## config.mk

```make
export PLATFORM = sky130hd
export DESIGN_NAME = mem_arbiter_flat
export DESIGN_NICKNAME = d
export VERILOG_FILES = /design/src/rtl/mem_arbiter_pkg.sv /design/src/rtl/mem_arbiter_if.sv /design/src/rtl/mem_arbiter_sat_counter.sv /design/src/rtl/mem_arbiter.sv /design/src/flat_wrapper.sv
export SDC_FILE = /design/constraint.sdc
export NUM_CORES = 1
export LEC_CHECK = 0
export CAP_MARGIN = 20
export CORE_ASPECT_RATIO = 1.5
export CORE_MARGIN = 1.5
export CORE_UTILIZATION = 41
export CTS_BUF_LIST = sky130_fd_sc_hd__clkbuf_16
export DETAILED_ROUTE_END_ITERATION = 10
export GPL_ROUTABILITY_DRIVEN = 0
export PLACE_DENSITY = 0.9
export SETUP_SLACK_MARGIN = 0.02
export SLEW_MARGIN = 40
export SYNTH_ARGS = -nofsm -noshare
export SYNTH_HDL_FRONTEND = slang
export SYNTH_SLANG_ARGS = --single-unit
```

## constraint.sdc

```tcl
create_clock -name clk -period 3.34 [get_ports clk]
set_input_delay 0.835 -clock clk [delete_from_list [all_inputs] [get_ports clk]]
set_output_delay 0.835 -clock clk [all_outputs]
set_load 0.01 [all_outputs]
```

## src/rtl/mem_arbiter_pkg.sv

```systemverilog
// Shared definitions for the RAM arbiter: owner states and port identifiers.
package mem_arb_defs;

  typedef enum logic [1:0] {
    IDLE = 2'd0,
    CPU  = 2'd1,
    DMA  = 2'd2
  } owner_e;

  localparam logic PORT_CPU = 1'b0;
  localparam logic PORT_DMA = 1'b1;

endpackage

```

## src/rtl/mem_arbiter_if.sv

```systemverilog
// Requester and RAM-side signal bundle for mem_arbiter.
interface mem_arbiter_if #(
  parameter int unsigned AW = 12,
  parameter int unsigned DW = 16
);
  logic          cpu_req;
  logic          cpu_we;
  logic [AW-1:0] cpu_addr;
  logic [DW-1:0] cpu_wdata;
  logic          cpu_gnt;
  logic          cpu_hold;
  logic          cpu_rvalid;
  logic [DW-1:0] cpu_rdata;

  logic          dma_req;
  logic          dma_we;
  logic [AW-1:0] dma_addr;
  logic [DW-1:0] dma_wdata;
  logic          dma_lock;
  logic          dma_gnt;
  logic          dma_rvalid;
  logic [DW-1:0] dma_rdata;

  logic [AW-1:0] mem_addr;
  logic [DW-1:0] mem_wdata;
  logic          mem_we;
  logic [DW-1:0] mem_rdata;

  modport slave (
    input  cpu_req, cpu_we, cpu_addr, cpu_wdata,
    output cpu_gnt, cpu_hold, cpu_rvalid, cpu_rdata,
    input  dma_req, dma_we, dma_addr, dma_wdata, dma_lock,
    output dma_gnt, dma_rvalid, dma_rdata,
    output mem_addr, mem_wdata, mem_we,
    input  mem_rdata
  );

  modport master (
    output cpu_req, cpu_we, cpu_addr, cpu_wdata,
    input  cpu_gnt, cpu_hold, cpu_rvalid, cpu_rdata,
    output dma_req, dma_we, dma_addr, dma_wdata, dma_lock,
    input  dma_gnt, dma_rvalid, dma_rdata,
    input  mem_addr, mem_wdata, mem_we,
    output mem_rdata
  );
endinterface

```

## src/rtl/mem_arbiter_sat_counter.sv

```systemverilog
// Saturating up-counter with clear and load-one; clear has highest priority.
module sat_counter #(
  parameter int unsigned WIDTH = 8,
  parameter int unsigned LIMIT = 255
) (
  input  logic             clk,
  input  logic             rst,
  input  logic             inc,
  input  logic             clr,
  input  logic             load1,
  output logic [WIDTH-1:0] cnt
);

  logic [WIDTH-1:0] r_cnt;

  always_ff @(posedge clk or negedge rst) begin
    if (!rst) begin
      r_cnt <= '0;
    end else if (clr) begin
      r_cnt <= '0;
    end else if (load1) begin
      r_cnt <= WIDTH'(1);
    end else if (inc && (r_cnt < WIDTH'(LIMIT))) begin
      r_cnt <= r_cnt + 1'b1;
    end
  end

  assign cnt = r_cnt;

endmodule

```

## src/rtl/mem_arbiter.sv

```systemverilog
// Fixed-priority CPU/DMA arbiter for a single-port RAM with DMA burst lock
// and a starvation override guaranteeing DMA progress.
module mem_arbiter
  import mem_arb_defs::*;
#(
  parameter int unsigned AW           = 12,
  parameter int unsigned DW           = 16,
  parameter int unsigned MAX_BURST    = 8,
  parameter int unsigned STARVE_LIMIT = 4
) (
  input  logic          clk,
  input  logic          rst,
  mem_arbiter_if.slave  bus
);

  owner_e        r_owner;
  logic [AW-1:0] r_mem_addr;
  logic          r_rd_pend;
  logic          r_rd_port;
  logic [DW-1:0] r_cpu_rdata;
  logic [DW-1:0] r_dma_rdata;

  logic [7:0]    w_burst_cnt;
  logic [7:0]    w_starve_cnt;
  logic          w_force_dma;
  logic          w_keep_dma;
  logic          w_cpu_gnt;
  logic          w_dma_gnt;
  logic [AW-1:0] w_mem_addr;
  logic [DW-1:0] w_mem_wdata;
  logic          w_mem_we;
  logic          w_rd_issue;
  logic          w_rd_port;
  logic          w_cpu_rvalid;
  logic          w_dma_rvalid;

  // Grants are forced low while reset is asserted so nothing reaches the RAM.
  always_comb begin
    w_force_dma = bus.dma_req && (w_starve_cnt >= 8'(STARVE_LIMIT));
    w_keep_dma  = (r_owner == DMA) && bus.dma_lock && bus.dma_req &&
                  ((w_burst_cnt < 8'(MAX_BURST)) || !bus.cpu_req);
    w_dma_gnt   = rst && (w_force_dma || w_keep_dma ||
                          (bus.dma_req && !bus.cpu_req));
    w_cpu_gnt   = rst && bus.cpu_req && !w_force_dma && !w_keep_dma;
  end

  always_comb begin
    w_mem_addr  = r_mem_addr;
    w_mem_wdata = '0;
    w_mem_we    = 1'b0;
    w_rd_issue  = 1'b0;
    w_rd_port   = PORT_CPU;
    if (w_cpu_gnt) begin
      w_mem_addr  = bus.cpu_addr;
      w_mem_wdata = bus.cpu_wdata;
      w_mem_we    = bus.cpu_we;
      w_rd_issue  = !bus.cpu_we;
      w_rd_port   = PORT_CPU;
    end else if (w_dma_gnt) begin
      w_mem_addr  = bus.dma_addr;
      w_mem_wdata = bus.dma_wdata;
      w_mem_we    = bus.dma_we;
      w_rd_issue  = !bus.dma_we;
      w_rd_port   = PORT_DMA;
    end
  end

  assign w_cpu_rvalid = r_rd_pend && (r_rd_port == PORT_CPU);
  assign w_dma_rvalid = r_rd_pend && (r_rd_port == PORT_DMA);

  always_ff @(posedge clk or negedge rst) begin
    if (!rst) begin
      r_owner     <= IDLE;
      r_mem_addr  <= '0;
      r_rd_pend   <= 1'b0;
      r_rd_port   <= PORT_CPU;
      r_cpu_rdata <= '0;
      r_dma_rdata <= '0;
    end else begin
      if (w_dma_gnt) begin
        r_owner <= DMA;
      end else if (w_cpu_gnt) begin
        r_owner <= CPU;
      end else begin
        r_owner <= IDLE;
      end
      if (w_cpu_gnt || w_dma_gnt) begin
        r_mem_addr <= w_mem_addr;
      end
      r_rd_pend <= w_rd_issue;
      r_rd_port <= w_rd_port;
      if (w_cpu_rvalid) begin
        r_cpu_rdata <= bus.mem_rdata;
      end
      if (w_dma_rvalid) begin
        r_dma_rdata <= bus.mem_rdata;
      end
    end
  end

  sat_counter #(.WIDTH(8), .LIMIT(255)) u_burst_cnt (
    .clk   (clk),
    .rst   (rst),
    .inc   (w_dma_gnt && (r_owner == DMA)),
    .clr   (!w_dma_gnt),
    .load1 (w_dma_gnt && (r_owner != DMA)),
    .cnt   (w_burst_cnt)
  );

  sat_counter #(.WIDTH(8), .LIMIT(255)) u_starve_cnt (
    .clk   (clk),
    .rst   (rst),
    .inc   (bus.dma_req && !w_dma_gnt),
    .clr   (!bus.dma_req || w_dma_gnt),
    .load1 (1'b0),
    .cnt   (w_starve_cnt)
  );

  assign bus.cpu_gnt    = w_cpu_gnt;
  assign bus.dma_gnt    = w_dma_gnt;
  assign bus.cpu_hold   = bus.cpu_req && !w_cpu_gnt;
  assign bus.cpu_rvalid = w_cpu_rvalid;
  assign bus.dma_rvalid = w_dma_rvalid;
  assign bus.cpu_rdata  = w_cpu_rvalid ? bus.mem_rdata : r_cpu_rdata;
  assign bus.dma_rdata  = w_dma_rvalid ? bus.mem_rdata : r_dma_rdata;
  assign bus.mem_addr   = w_mem_addr;
  assign bus.mem_wdata  = w_mem_wdata;
  assign bus.mem_we     = w_mem_we;

endmodule

```

## src/flat_wrapper.sv

```systemverilog
// flat-port wrapper written by rule: the top's interface ports become plain ports
module mem_arbiter_flat import mem_arb_defs::*;
#(
  parameter int unsigned AW           = 12,
  parameter int unsigned DW           = 16,
  parameter int unsigned MAX_BURST    = 8,
  parameter int unsigned STARVE_LIMIT = 4
)
  (clk, rst, bus_cpu_req, bus_cpu_we, bus_cpu_addr, bus_cpu_wdata, bus_cpu_gnt, bus_cpu_hold, bus_cpu_rvalid, bus_cpu_rdata, bus_dma_req, bus_dma_we, bus_dma_addr, bus_dma_wdata, bus_dma_lock, bus_dma_gnt, bus_dma_rvalid, bus_dma_rdata, bus_mem_addr, bus_mem_wdata, bus_mem_we, bus_mem_rdata);
  mem_arbiter_if #(.AW(AW), .DW(DW)) bus_i ();
  input  logic clk;
  input  logic rst;
  input wire logic [$bits(bus_i.cpu_req)-1:0] bus_cpu_req;
  input wire logic [$bits(bus_i.cpu_we)-1:0] bus_cpu_we;
  input wire logic [$bits(bus_i.cpu_addr)-1:0] bus_cpu_addr;
  input wire logic [$bits(bus_i.cpu_wdata)-1:0] bus_cpu_wdata;
  output wire logic [$bits(bus_i.cpu_gnt)-1:0] bus_cpu_gnt;
  output wire logic [$bits(bus_i.cpu_hold)-1:0] bus_cpu_hold;
  output wire logic [$bits(bus_i.cpu_rvalid)-1:0] bus_cpu_rvalid;
  output wire logic [$bits(bus_i.cpu_rdata)-1:0] bus_cpu_rdata;
  input wire logic [$bits(bus_i.dma_req)-1:0] bus_dma_req;
  input wire logic [$bits(bus_i.dma_we)-1:0] bus_dma_we;
  input wire logic [$bits(bus_i.dma_addr)-1:0] bus_dma_addr;
  input wire logic [$bits(bus_i.dma_wdata)-1:0] bus_dma_wdata;
  input wire logic [$bits(bus_i.dma_lock)-1:0] bus_dma_lock;
  output wire logic [$bits(bus_i.dma_gnt)-1:0] bus_dma_gnt;
  output wire logic [$bits(bus_i.dma_rvalid)-1:0] bus_dma_rvalid;
  output wire logic [$bits(bus_i.dma_rdata)-1:0] bus_dma_rdata;
  output wire logic [$bits(bus_i.mem_addr)-1:0] bus_mem_addr;
  output wire logic [$bits(bus_i.mem_wdata)-1:0] bus_mem_wdata;
  output wire logic [$bits(bus_i.mem_we)-1:0] bus_mem_we;
  input wire logic [$bits(bus_i.mem_rdata)-1:0] bus_mem_rdata;
  assign bus_i.cpu_req = bus_cpu_req;
  assign bus_i.cpu_we = bus_cpu_we;
  assign bus_i.cpu_addr = bus_cpu_addr;
  assign bus_i.cpu_wdata = bus_cpu_wdata;
  assign bus_cpu_gnt = bus_i.cpu_gnt;
  assign bus_cpu_hold = bus_i.cpu_hold;
  assign bus_cpu_rvalid = bus_i.cpu_rvalid;
  assign bus_cpu_rdata = bus_i.cpu_rdata;
  assign bus_i.dma_req = bus_dma_req;
  assign bus_i.dma_we = bus_dma_we;
  assign bus_i.dma_addr = bus_dma_addr;
  assign bus_i.dma_wdata = bus_dma_wdata;
  assign bus_i.dma_lock = bus_dma_lock;
  assign bus_dma_gnt = bus_i.dma_gnt;
  assign bus_dma_rvalid = bus_i.dma_rvalid;
  assign bus_dma_rdata = bus_i.dma_rdata;
  assign bus_mem_addr = bus_i.mem_addr;
  assign bus_mem_wdata = bus_i.mem_wdata;
  assign bus_mem_we = bus_i.mem_we;
  assign bus_i.mem_rdata = bus_mem_rdata;
  mem_arbiter #(.AW(AW), .DW(DW), .MAX_BURST(MAX_BURST), .STARVE_LIMIT(STARVE_LIMIT)) u_core (.clk(clk), .rst(rst), .bus(bus_i));
endmodule
```

==> results.tsv <==
stage	metric	value	unit
setup_path	Critical Setup Path Class	primary input to output pin	
floorplan	Rows	38	
timing	Slew Limit Fails	0	
setup_path	Worst path max stage delay	490	ps
placed_design	Placed Instances	513	
detailed_routing	final WL	10.6	mm
clock_tree	TritonCTS clock tree	built	
logic_synthesis	Area contributors post-synth	dfrtp_1, mux2_2, a221o_1	
timing	RSZ-0062 raised after global routing	true	
finish	Area growth, synth to finish	68.1	%
clock_tree	Clock Sinks	64	
timing	Worst slew margin	63.9	%
finish	Fillers	486	
global_routing	overall global routing resource usage	26.9	%
global_routing	largest net degree at the start of global routing	40	
power	leakage power	2.30	nW
logic_synthesis	cell count after synthesis	261	
logic_synthesis	Seq cells post-synth	64	
setup_path	CP Buf/Inv Count	4	
detailed_routing	initial drt markers	199	
floorplan	die height	110	um
placed_design	post-DP HPWL	6.42	mm
timing	Fmax achieved	299	MHz
logic_synthesis	area leader, netlist	dfrtp_1	
finish	Ant. Diodes	0	
global_routing	number of global-route vias before repair	3328	
clock_tree	Root Driver	clkbuf_16	
detailed_routing	drt wl/cell	19.2	um
detailed_routing	post-route ant nets	0	
timing	worst slew pin tran	538	ps
logic_synthesis	Seq/Total Area, Yosys	51.6	%
run	max-cap violations	0	
logic_synthesis	Synth cell types	39	
worst_hold_path	Hold WC Path Type	flip-flop to flip-flop	
finish	final core occ	71.8	%
finish	Final #Nets	528	
logic_synthesis	mapped cell area	0.00311	mm^2
global_routing	GR Overflow Total	0	
logic_synthesis	Ys Warns	0	
logic_synthesis	Synth top area share	51.6	%
timing	Final TNS setup	-2.26	ps
clock_tree	hold buffers post-CTS	0	
setup_path	Data required, critical path	2500	ps
status	failing checks	setup timing	
logic_synthesis	number of flops mapped to enable cells by yosys	0	
global_routing	first-pass GRT wire length	16.1	mm
setup_path	cell repeated most along the worst path	buf_6	
timing	Final Critical Period	3340	ps
detailed_routing	DR vias/cell	5.63	
placed_design	Placement Setup Slack	-826	ps
clock_tree	# H-tree levels	3	
floorplan	Die Wd	74.1	um
setup_path	CP cell instances	buf_6 -> or4bb_4 -> o211ai_4 -> a21oi_4 -> buf_6 -> buf_16 -> a221o_1 -> buf_2	
logic_synthesis	syn nets	343	
floorplan	Core Region	0.00727	mm^2
detailed_routing	Via Count	3101	
finish	non-filler cells, final	551	
power	pwr dens	506	mW/mm^2
logic_synthesis	Synth Area per Inst	11.9	um^2
detailed_routing	Pre-antenna DRT Iters	4	
setup_path	Worst path top cell family by delay	compound AO/OA/AOI/OAI gates	
clock_tree	clk_lat worst skew	320	ps
floorplan	die area	0.00812	mm^2
timing	final setup vio count	1	
finish	share of post-route cells with drive strength above 1	29.3	%
status	outcome	finished with violations	
timing	final setup margin	-2.26	ps
setup_path	CP max FO	5	
timing	period utilization	100	%
clock_tree	clock tree buffer depth	2	
clock_tree	total CTS buffers	9	
logic_synthesis	Main synth FF type	dfrtp_1	
setup_path	crit path DAT	2510	ps
setup_path	slowest cell on the critical path	or4bb_4	
global_routing	initial antenna violation count	0	
floorplan	Initial Utilization	42.7	%
placed_design	I/O Buffers	144	
clock_tree	clock slew at reported path FFs	50	ps
timing	final hold vios	0	
detailed_routing	drt drc	0	
floorplan	io pins	145	
power	Peak VDD IR	0.315	mV
setup_path	Worst setup SP type	primary input	
setup_path	CP Capture Type	output pin	
logic_synthesis	Async S/R FF share, synth	100	%
timing	WHS	491	ps
timing	clock skew	7.83	ps
report_power, final:
group	leakage [nW]	switching, mW	internal (mW)	total [mW]
registers	0.795	0.0359	0.906	0.942
logic	1.36	0.326	0.485	0.811
clock network	0.141	0.325	0.563	0.888
total	2.30	0.687	1.95	2.64
worst reg2reg max path, delay by kind of cell (launching register included):
kind | cells | cell delay [ps]
simple gates | 2 | 840
compound gates | 2 | 450
buf+inv | 5 | 800
flops | 1 | 420
sequential cells by signal, indices dropped and copies added (netlist names):
name / cells
u_core.u_burst_cnt.cnt: 8
u_core.u_starve_cnt.cnt: 8
u_core.r_mem_addr: 12
u_core.r_owner: 2
u_core.r_rd_port: 1
u_core.r_rd_pend: 1
u_core.r_dma_rdata: 16
u_core.r_cpu_rdata: 16
logic make-up after synthesis:
| family | synth area share, % |
|---|---|
| buf+inv | 4.15 |
| xor+xnor | 1.13 |
| mux | 12.2 |
| fa+ha+maj | 1.21 |
| simple gates | 12.8 |
| flops | 51.6 |
| compound gates | 16.9 |
cell usage after synthesis (2+ instances only):
cell type / count
mux2i_1: 2
inv_1: 7
dfrtp_1: 64
mux2_2: 32
nand4_1: 4
a22o_1: 16
a21oi_1: 5
xor2_1: 3
and3_1: 3
ha_1: 3
a31oi_1: 2
nand2_1: 11
a211oi_1: 2
nor3_1: 12
buf_6: 7
a221o_1: 24
nand3_1: 6
o21ai_0: 5
nor2_1: 18
nor2b_1: 3
clkbuf_1: 3
and2_1: 12
metal layers:
layer	wire length, um	vias up	track usage, %
li1	-	1355	-
met1	3740	1527	27.8
met2	5640	183	47.7
met3	629	36	6.05
met4	571	0	17.1
met5	0	-	0
repair_timing:
| item | in CTS | in global routing |
|---|---|---|
| gates resized for setup | 146 | 11 |
| setup buffers | 16 | 2 |
| cloned | 6 | 2 |
| pin swaps | 18 | 11 |
| endpoints found under the setup margin | 32 | 32 |
through the flow:
step                area [um^2]  power [mW]
global route               5220        2.76
global placement           4740        1.71
detailed placement         4740        1.74
floorplan                  3110        1.27
CTS                        5260        2.65
finish                     5220        2.64
layout by cell type, fill, tap and decap left out, types with 3 or more instances in the layout:
cell | netlist | layout
a21oi_1 | 5 | 4
dfrtp_1 | 64 | 64
nor3_1 | 12 | 12
inv_1 | 7 | 7
buf_4 | 0 | 26
nand2_1 | 11 | 10
and2_1 | 12 | 12
nand4_1 | 4 | 4
and3_1 | 3 | 3
buf_6 | 7 | 14
clkbuf_16 | 0 | 10
nand3_1 | 6 | 6
nor2b_1 | 3 | 3
a22o_1 | 16 | 14
ha_1 | 3 | 3
buf_2 | 1 | 28
a221o_1 | 24 | 24
clkinv_1 | 1 | 5
xor2_1 | 3 | 3
clkdlybuf4s50_1 | 0 | 109
nor2_1 | 18 | 18
o21ai_0 | 5 | 5
mux2_2 | 32 | 32
cell type report:
class | instances | area [um^2] | area share, %
repair buffers | 186 | 1740 | 33.4
flip-flops and latches | 64 | 1600 | 30.7
multi-input cells | 177 | 1440 | 27.6
clock buffers | 9 | 225 | 4.31
well taps | 100 | 125 | 2.40
clock inverters | 7 | 53.8 | 1.03
inverters | 8 | 30.0 | 0.575
path summary, 6_finish.rpt:
| kind | startpoint | endpoint | slack (ps) | depth (start not counted) |
|---|---|---|---|---|
| hold reg to reg | u_core.r_dma_rdata[11] | u_core.r_dma_rdata[11] | 490 | 1 |
| setup / recovery | bus_dma_lock | bus_mem_addr[5] | -2 | 8 |
| min in group asynchronous | rst | u_core.u_burst_cnt.cnt[5] | 600 | 2 |
| hold / removal | u_core.r_dma_rdata[11] | u_core.r_dma_rdata[11] | 490 | 1 |
| setup reg to reg | u_core.u_burst_cnt.cnt[7] | u_core.u_burst_cnt.cnt[0] | 760 | 9 |
| max in group asynchronous | rst | u_core.u_starve_cnt.cnt[1] | 1930 | 3 |
Note: power is estimated with default switching activity, not from simulation.
